### src/rtl/minv_pkg.sv
// Shared state encoding and width defaults for the modular-inverse host interface.
package minv_pkg;

  localparam int unsigned RES_W      = 256;
  localparam int unsigned DEF_WORD_W = 32;
  localparam int unsigned DEF_BEATS  = RES_W / DEF_WORD_W;

  typedef enum logic [2:0] {
    StIdle,
    StStart,
    StBusy,
    StCollect,
    StResp
  } minv_state_e;

endpackage

### src/rtl/minv_res_asm.sv
// Result assembly: beat counter plus indexed capture of engine beats, LS word first.
module minv_res_asm
  import minv_pkg::*;
#(
  parameter int unsigned WORD_W = DEF_WORD_W,
  parameter int unsigned BEATS  = DEF_BEATS
) (
  input  logic                     clk,
  input  logic                     rst,
  input  logic                     clr,
  input  logic                     cap,
  input  logic [WORD_W-1:0]        word,
  output logic [WORD_W*BEATS-1:0]  data,
  output logic                     last
);

  localparam int unsigned CNT_W = $clog2(BEATS) + 1;
  localparam int unsigned IDX_W = (BEATS > 1) ? $clog2(BEATS) : 1;
  localparam logic [CNT_W-1:0] CNT_FULL = CNT_W'(BEATS);
  localparam logic [CNT_W-1:0] CNT_LAST = CNT_W'(BEATS - 1);

  logic [CNT_W-1:0]             cnt_q;
  logic [BEATS-1:0][WORD_W-1:0] words_q;

  always_ff @(posedge clk or negedge rst) begin
    if (!rst) begin
      cnt_q   <= '0;
      words_q <= '0;
    end else if (clr) begin
      cnt_q   <= '0;
      words_q <= '0;
    end else if (cap && (cnt_q < CNT_FULL)) begin
      words_q[cnt_q[IDX_W-1:0]] <= word;
      cnt_q                     <= cnt_q + CNT_W'(1);
    end
  end

  assign data = words_q;
  // High while the next capture would complete the burst.
  assign last = (cnt_q == CNT_LAST);

endmodule

### src/rtl/minv_host_if.sv
// Host-side job sequencer for the inversion engine: start pulse, timeout, burst collection.
module minv_host_if
  import minv_pkg::*;
#(
  parameter int unsigned WORD_W      = DEF_WORD_W,
  parameter int unsigned BEATS       = DEF_BEATS,
  parameter int unsigned TIMEOUT_CYC = 4096
) (
  input  logic                     clk,
  input  logic                     rst,
  input  logic                     cmd_valid,
  output logic                     cmd_ready,
  output logic                     minv_en,
  input  logic                     has_done,
  output logic                     out_ready,
  input  logic                     out_valid,
  input  logic [WORD_W-1:0]        res_word,
  output logic                     rsp_valid,
  input  logic                     rsp_ready,
  output logic [WORD_W*BEATS-1:0]  rsp_data,
  output logic                     rsp_err
);

  localparam int unsigned TMO_W = $clog2(TIMEOUT_CYC) + 1;
  localparam logic [TMO_W-1:0] TMO_LAST = TMO_W'(TIMEOUT_CYC - 1);

  minv_state_e      state_q;
  logic [TMO_W-1:0] tmo_q;
  logic             asm_clr;
  logic             asm_cap;
  logic             asm_last;

  // Beats are only taken while the engine window is open.
  assign asm_cap = ((state_q == StBusy) || (state_q == StCollect)) && out_valid;
  assign asm_clr = (state_q == StStart);

  minv_res_asm #(
    .WORD_W (WORD_W),
    .BEATS  (BEATS)
  ) u_res_asm (
    .clk  (clk),
    .rst  (rst),
    .clr  (asm_clr),
    .cap  (asm_cap),
    .word (res_word),
    .data (rsp_data),
    .last (asm_last)
  );

  always_ff @(posedge clk or negedge rst) begin
    if (!rst) begin
      state_q   <= StIdle;
      tmo_q     <= '0;
      cmd_ready <= 1'b0;
      minv_en   <= 1'b0;
      out_ready <= 1'b0;
      rsp_valid <= 1'b0;
      rsp_err   <= 1'b0;
    end else begin
      cmd_ready <= 1'b0;
      minv_en   <= 1'b0;
      unique case (state_q)
        StIdle: begin
          if (cmd_valid && has_done) begin
            cmd_ready <= 1'b1;
            state_q   <= StStart;
          end
        end
        StStart: begin
          minv_en   <= 1'b1;
          tmo_q     <= '0;
          rsp_err   <= 1'b0;
          out_ready <= 1'b1;
          state_q   <= StBusy;
        end
        StBusy: begin
          if (out_valid) begin
            if (asm_last) begin
              out_ready <= 1'b0;
              rsp_valid <= 1'b1;
              state_q   <= StResp;
            end else begin
              state_q <= StCollect;
            end
          end else if (tmo_q == TMO_LAST) begin
            rsp_err   <= 1'b1;
            out_ready <= 1'b0;
            rsp_valid <= 1'b1;
            state_q   <= StResp;
          end else begin
            tmo_q <= tmo_q + TMO_W'(1);
          end
        end
        StCollect: begin
          // A gap in out_valid ends the burst early; partial data is kept.
          if (!out_valid) begin
            rsp_err   <= 1'b1;
            out_ready <= 1'b0;
            rsp_valid <= 1'b1;
            state_q   <= StResp;
          end else if (asm_last) begin
            out_ready <= 1'b0;
            rsp_valid <= 1'b1;
            state_q   <= StResp;
          end
        end
        StResp: begin
          if (rsp_ready) begin
            rsp_valid <= 1'b0;
            state_q   <= StIdle;
          end
        end
        default: state_q <= StIdle;
      endcase
    end
  end

endmodule
### config.mk
export PLATFORM = sky130hd
export DESIGN_NAME = minv_host_if
export DESIGN_NICKNAME = d
export VERILOG_FILES = /design/src/rtl/minv_pkg.sv /design/src/rtl/minv_res_asm.sv /design/src/rtl/minv_host_if.sv
export SDC_FILE = /design/constraint.sdc
export NUM_CORES = 1
export LEC_CHECK = 0
export ABC_AREA = 1
export BUFFER_PORTS_ARGS = -buffer_cell sky130_fd_sc_hd__buf_4
export CORE_ASPECT_RATIO = 2
export CORE_MARGIN = 10
export CORE_UTILIZATION = 44
export CTS_CLUSTER_SIZE = 8
export DETAILED_ROUTE_END_ITERATION = 8
export PLACE_DENSITY = 0.8
export SYNTH_ARGS = -nofsm -noshare
export SYNTH_HDL_FRONTEND = slang
export SYNTH_SLANG_ARGS = --single-unit
export TNS_END_PERCENT = 50
### constraint.sdc
create_clock -name clk -period 5.1 [get_ports clk]
set_clock_uncertainty 0.2 [all_clocks]
set_input_delay 0.255 -clock clk [delete_from_list [all_inputs] [get_ports clk]]
set_output_delay 0.255 -clock clk [all_outputs]
set_load 0.03 [all_outputs]
# ---- After elaboration in Yosys (flattened, before gate mapping)
# Index checks and enable logic that the tools add are counted.
dict set report totals {
  output_inout_bits 261
  regBits 281
  wordCells 85
}
dict set report classes {
  add_sub_neg 2
  eq_ne 14
  muxes 35
  n_reduce_logical 15
  magnitude_cmp 3
}
# op count
set op_table {}
lappend op_table {{two-way mux 256 bit} 2}
lappend op_table {{bitwise mux 256 bit} 1}
lappend op_table {{demux 32 bit (select 3 bit)} 1}
lappend op_table {{two-way mux 32 bit} 1}
lappend op_table {{two-way mux 13 bit} 2}
lappend op_table {{one-hot mux 13 bit (2 select lines)} 1}
lappend op_table {{two-way mux 3 bit} 7}
lappend op_table {{one-hot mux 3 bit (5 select lines)} 1}
lappend op_table {{two-way mux 1 bit} 14}
lappend op_table {{adder 13 x 1 -> 13 bit (second input constant)} 1}
lappend op_table {{== test 13 x 12 -> 1 bit (second input constant)} 1}
lappend op_table {{!= test 2 bit (second input constant)} 5}
lappend op_table {{one-hot mux 1 bit (3 select lines)} 3}
lappend op_table {{two-way mux 4 bit} 2}
lappend op_table {{AND reduction 4 bit} 2}
lappend op_table {{== test 3 x 2 -> 1 bit (second input constant)} 2}
lappend op_table {{AND reduction 3 bit} 2}
lappend op_table {{nonzero test 3 bit} 2}
lappend op_table {{adder 4 x 1 -> 4 bit (second input constant)} 1}
lappend op_table {{== test 4 x 3 -> 1 bit (second input constant)} 1}
lappend op_table {{logical AND 1 bit} 4}
lappend op_table {{less-than comparator 3 x 4 -> 1 bit (second input constant)} 1}
lappend op_table {{less-than comparator 4 bit (second input constant)} 1}
lappend op_table {{nonzero test 2 bit} 2}
lappend op_table {{other kinds (9)} 9}

# ---- Longest topological paths before layout
dict set report depth {
  depth_word 7
  depth_mapped 11
  depth_no_buf 10
}

# ---- Hierarchy
# A second synthesis with hierarchy kept.
dict set report hier_totals {
  cells_unflattened 1394
  area_unflattened_um2 11685.0
}
# module instances cells_per_inst seq_area_each_um2 area_per_inst_um2
set modules_own_cells {}
lappend modules_own_cells {minv_res_asm 1 1234 6506.2 10465.0}
lappend modules_own_cells {minv_host_if 1 160 525.5 1219.9}

# ---- Worst setup path before layout
# OpenSTA, ideal clock, no wires.
dict set report synth_timing {
  path_kind {flip-flop to flip-flop}
  start {reg tmo_q[0]}
  end {reg tmo_q[5]}
  n_path_buf 1
  t_arrival_ns 1.407
  slack_ns 3.377
  path_stages_with_launch 12
  cell_sequence {dfrtp_1 -> ha_1 -> nand2_1 -> nor2_1 -> nand2_1 -> clkinv_1 -> nand2_1 -> nand2_2 -> nand2_2 -> buf_6 -> nand2_1 -> nand2_1}
}
dict set report synth_between {
  elab_chain_len 4
  word_cells_on_any_way 7
  classes_between {1 x add/sub; 2 x eq/ne; 3 x mux; 1 x reduce/logical}
}
# element line_no
set synth_rtl {}
lappend synth_rtl {{from (decl)} minv_host_if.sv:28} ;# logic [TMO_W-1:0] tmo_q;
lappend synth_rtl {{from (signal assigned)} minv_host_if.sv:91} ;# tmo_q <= tmo_q + TMO_W'(1);
lappend synth_rtl {{adder 13 x 1 -> 13 bit} minv_host_if.sv:91}
lappend synth_rtl {{two-way mux 13 bit} minv_host_if.sv:85} ;# end else if (tmo_q == TMO_LAST) begin
lappend synth_rtl {{two-way mux 13 bit} minv_host_if.sv:77} ;# if (out_valid) begin
lappend synth_rtl {{one-hot mux 13 bit (2 select lines)} minv_host_if.sv:62} ;# unique case (state_q)
# Parallel ways exist; a longest one is shown, timed or not. The select of a mux whose other input is x is not followed.
# A chain may end at the register's enable or synchronous reset.

# ---- Final worst setup path
dict set report layout_timing {
  start {reg state_q[0]}
  end {reg u_res_asm.words_q (netlist bit u_res_asm.data[48])}
}
dict set report layout_between {
  word_cells_on_any_way 8
  classes_between {3 x eq/ne; 1 x mux; 4 x reduce/logical}
}
# element line_no
set layout_rtl {}
lappend layout_rtl {{from (decl)} minv_host_if.sv:27} ;# minv_state_e state_q;
lappend layout_rtl {{from (signal assigned)} minv_host_if.sv:52} ;# state_q <= StIdle;
lappend layout_rtl {{from (signal assigned)} minv_host_if.sv:66} ;# state_q <= StStart;
lappend layout_rtl {{from (signal assigned)} minv_host_if.sv:74} ;# state_q <= StBusy;
lappend layout_rtl {{== test 3 x 1 -> 1 bit *} minv_host_if.sv:35} ;# assign asm_clr = (state_q == StStart);
lappend layout_rtl {{net asm_clr} minv_host_if.sv:29} ;# logic asm_clr;
lappend layout_rtl {{two-way mux 256 bit / nonzero test 2 bit (equally long branches)} -}
lappend layout_rtl {{to (signal, indexed assignment)} minv_res_asm.sv:33} ;# words_q[cnt_q[IDX_W-1:0]] <= word;
lappend layout_rtl {{to (decl)} minv_res_asm.sv:23} ;# logic [BEATS-1:0][WORD_W-1:0] words_q;
# Mark *: on every way through the listed nets, which the timed path passes. The rest lies on a longest branch.

==> results.cfg <==
[clock_tree]
numClockSinks = 281
cts_setup_buffers = 0
clk_path_buf_depth = 3
number_of_gates_given_a_new_drive_strength_after_cts = 0
cts-root-buf = sky130_fd_sc_hd__clkbuf_16
cts.htree.levels = 2
cts_hold_buffers = 26
cts_buffers = 41
worst_setup_hold_path_clk_slew_ns = 0.05
worstSkewPairLatency_ns = 0.50
tritoncts_clock_tree = done

[setup_path]
cp.arrival_ns = 2.84
critical-path-top-delay-family = buffers and inverters
rr_worst_depth = 6
worst-path-stages = 6
cell_with_the_biggest_individual_delay_on_the_critical_path = sky130_fd_sc_hd__inv_8
worstSetupStartpointType = flip-flop
max_stage_delay_ns = 0.60
timing.critical_path.buf_inv = 3
cp_data_required_time_ns = 5.28
endpoint_kind = flip-flop
cp_max_fo = 146
path_cells = inv_1 > nor3_4 > inv_8 > buf_4 > nand2_2 > o21ai_0
regToRegSetupSlack_ns = 2.44
timing.setup.critical_path_class = reg2reg

[placed_design]
gpl.final_weighted_congestion = 0.869
io_buffer_count = 298
dp_hpwl_um = 25100

[floorplan]
start_util_pct = 44.6
floorplan.rows = 82
die-width_um = 133
floorplan.core_area_mm2 = 0.0250
fp.dieArea_mm2 = 0.0325
die-height_um = 245
boundaryPins = 299

[routing]
first_pass_iters = 7
post_drt_via_cell_ratio = 5.68
final_antenna_net_count = 0
totalWireLength_um = 37600
detail_route.iter0.violations = 744
route.detailed.wl_per_inst_um = 21.8
dr_total_vias = 9811
remaining_drc_errors = 0

[hold_path]
hp-class = in2reg
whs_path_depth = 3

[timing]
max_slew_margin_pct = 31.2
rsz_0062_raised_after_global_routing = false
max_slew.worst_pin.slew_ns = 1.03
timing.final.max_slew_violations = 0
hold_ws_ns = 0.0370
finalHoldViolCount = 0
timing.fmax_mhz = 376
setup_tns_ns = 0
final-setup-viol-count = 0
min_period_ns = 2.66
finalCritPeriodShare_pct = 52.2

[global_route]
total_congestion_overflow_after_global_routing = 0
global_route_wire_length_before_repair_um = 57300
first_global_vias = 9789
gr-usage-all-layers_pct = 22.1
grt_antenna_before_repair = 2
largest_net_degree_at_the_start_of_global_routing = 147

[synthesis]
postSynthNetCount = 1136
synth-seq-cells = 281
cells_after_synthesis = 1096
syn-cell-area_mm2 = 0.0112
syn_area_per_cell_um2 = 10.2
asyncSetResetFlopFracSynth_pct = 100
synth_top_cells_by_area = sky130_fd_sc_hd__dfrtp_1 (63%), sky130_fd_sc_hd__nand3_1 (12%), sky130_fd_sc_hd__o21ai_0 (8.7%)
synth_edf_count = 0
synthDistinctLibCells = 34
synth_top_area_cell = sky130_fd_sc_hd__dfrtp_1
fraction_of_the_yosys_area_taken_by_sequential_cells_pct = 63.0
synthesis.yosys.warnings = 0
top_cell_type_s_share_of_synthesized_area_pct = 63.0
yosys_most_used_dff = sky130_fd_sc_hd__dfrtp_1

[run]
max-cap-violations = 0

[power]
power.static_leakage_nw = 7.29
power.density_cell_area_mw_per_mm2 = 550
ir_worst_vdd_uv = 343

[final_layout]
area_growth_pct = 32.4
nets = 1428
mostFrequentLayoutCell = sky130_fd_sc_hd__buf_4
layout.cells.most_common_list = sky130_fd_sc_hd__buf_4 (303), sky130_fd_sc_hd__dfrtp_1 (281), sky130_fd_sc_hd__nand3_1 (268), sky130_fd_sc_hd__o21ai_0 (195), sky130_fd_sc_hd__nand2_1 (82)
layout-drive-gt1-share_pct = 28.6

[outcome]
outcome = complete, no violations
[where the power goes]
part,switching [W],internal (W)
clock,0.000899,0.00141
combinational,0.00204,0.000828
sequential,0.000304,0.00266
total,0.00324,0.00489
[worst reg2reg max path: stages, from the launching register on]
cell and delay [ns]:
sky130_fd_sc_hd__dfrtp_1 0.40, sky130_fd_sc_hd__inv_1 0.17, sky130_fd_sc_hd__nor3_4 0.10, sky130_fd_sc_hd__inv_8 0.60, sky130_fd_sc_hd__buf_4 0.65, sky130_fd_sc_hd__nand2_2 0.21
sky130_fd_sc_hd__o21ai_0 0.22
[registers in the layout, summed over array words and instances, names as in the netlist]
signal,cells
rsp_valid,1
cmd_ready,1
tmo_q,13
u_res_asm.data,256
rsp_err,1
out_ready,1
state_q,3
minv_en,1
u_res_asm.cnt_q,4
[kinds of logic (layout without fill, tap and decap cells)]
kind of cell / Yosys count / count (layout) / share of synthesized area (%)
xor+xnor: 3 / 3 / 0.235
fa+ha+maj: 2 / 2 / 0.224
flops: 281 / 281 / 63.0
other cells: 0 / 2 / 0
compound gates: 272 / 272 / 12.5
buf+inv: 109 / 401 / 4.90
simple gates: 429 / 429 / 19.2
[cells in the mapped netlist (2+ instances only)]
cell type	n
sky130_fd_sc_hd__a21oi_1	3
sky130_fd_sc_hd__buf_1	21
sky130_fd_sc_hd__buf_2	29
sky130_fd_sc_hd__buf_4	2
sky130_fd_sc_hd__buf_6	10
sky130_fd_sc_hd__clkbuf_1	11
sky130_fd_sc_hd__clkbuf_2	9
sky130_fd_sc_hd__dfrtp_1	281
sky130_fd_sc_hd__ha_1	2
sky130_fd_sc_hd__inv_1	22
sky130_fd_sc_hd__inv_2	3
sky130_fd_sc_hd__nand2_1	82
sky130_fd_sc_hd__nand2_2	23
sky130_fd_sc_hd__nand2_4	8
sky130_fd_sc_hd__nand3_1	269
sky130_fd_sc_hd__nand4_1	4
sky130_fd_sc_hd__nor2_1	28
sky130_fd_sc_hd__nor2_2	2
sky130_fd_sc_hd__nor2_4	4
sky130_fd_sc_hd__nor3_1	5
sky130_fd_sc_hd__o21ai_0	195
sky130_fd_sc_hd__o21ai_1	63
sky130_fd_sc_hd__o21ai_2	6
sky130_fd_sc_hd__o21bai_1	2
sky130_fd_sc_hd__o31ai_1	2
sky130_fd_sc_hd__xnor2_1	2
[worst paths after layout]
check | to | startpoint
setup / recovery | u_res_asm.data[48]$_DFFE_PN0P_ | state_q[0]$_DFFE_PN0P_
hold / removal | u_res_asm.data[27]$_DFFE_PN0P_ | res_word[27]
setup reg to reg | u_res_asm.data[48]$_DFFE_PN0P_ | state_q[0]$_DFFE_PN0P_
hold reg to reg | u_res_asm.data[161]$_DFFE_PN0P_ | u_res_asm.data[161]$_DFFE_PN0P_
max in group asynchronous | u_res_asm.data[50]$_DFFE_PN0P_ | rst
min in group asynchronous | u_res_asm.data[2]$_DFFE_PN0P_ | rst
[stage by stage]
step	area, µm²	setup slack (ns)	utilization, %	std cells	total power (W)
2_1_floorplan	11200	3.38	-	1096	0.00469
6_report	14800	2.44	59.1	1726	0.00813
4_1_cts	14800	2.47	59.0	1724	0.00818
5_1_grt	14800	2.22	59.1	1726	0.00848
3_3_place_gp	13500	2.55	53.9	1655	0.00577
3_5_place_dp	13500	2.47	53.9	1655	0.00583
[per-layer routing]
layer  part of all wire (%)  GRT usage (%)  up-vias  routed length, µm
li1                       -              -     4392                  -
met1                     34           23.4     4836              12900
met2                     54           40.4      478              20300
met3                    6.7           4.42      105               2510
met4                    5.0           11.1        0               1870
met5                      0              0        -                  0
[area by class of cell]
type,count,area (µm²)
Clock buffer,42,1030
Inverter,27,116
Clock inverter,1,8.76
Timing Repair Buffer,331,2570
Fill cell,2131,10200
Multi-Input combinational cell,706,3600
Antenna cell,2,5.00
Tap cell,336,420
Sequential cell,281,7030
(Power assumes the default switching activity.)
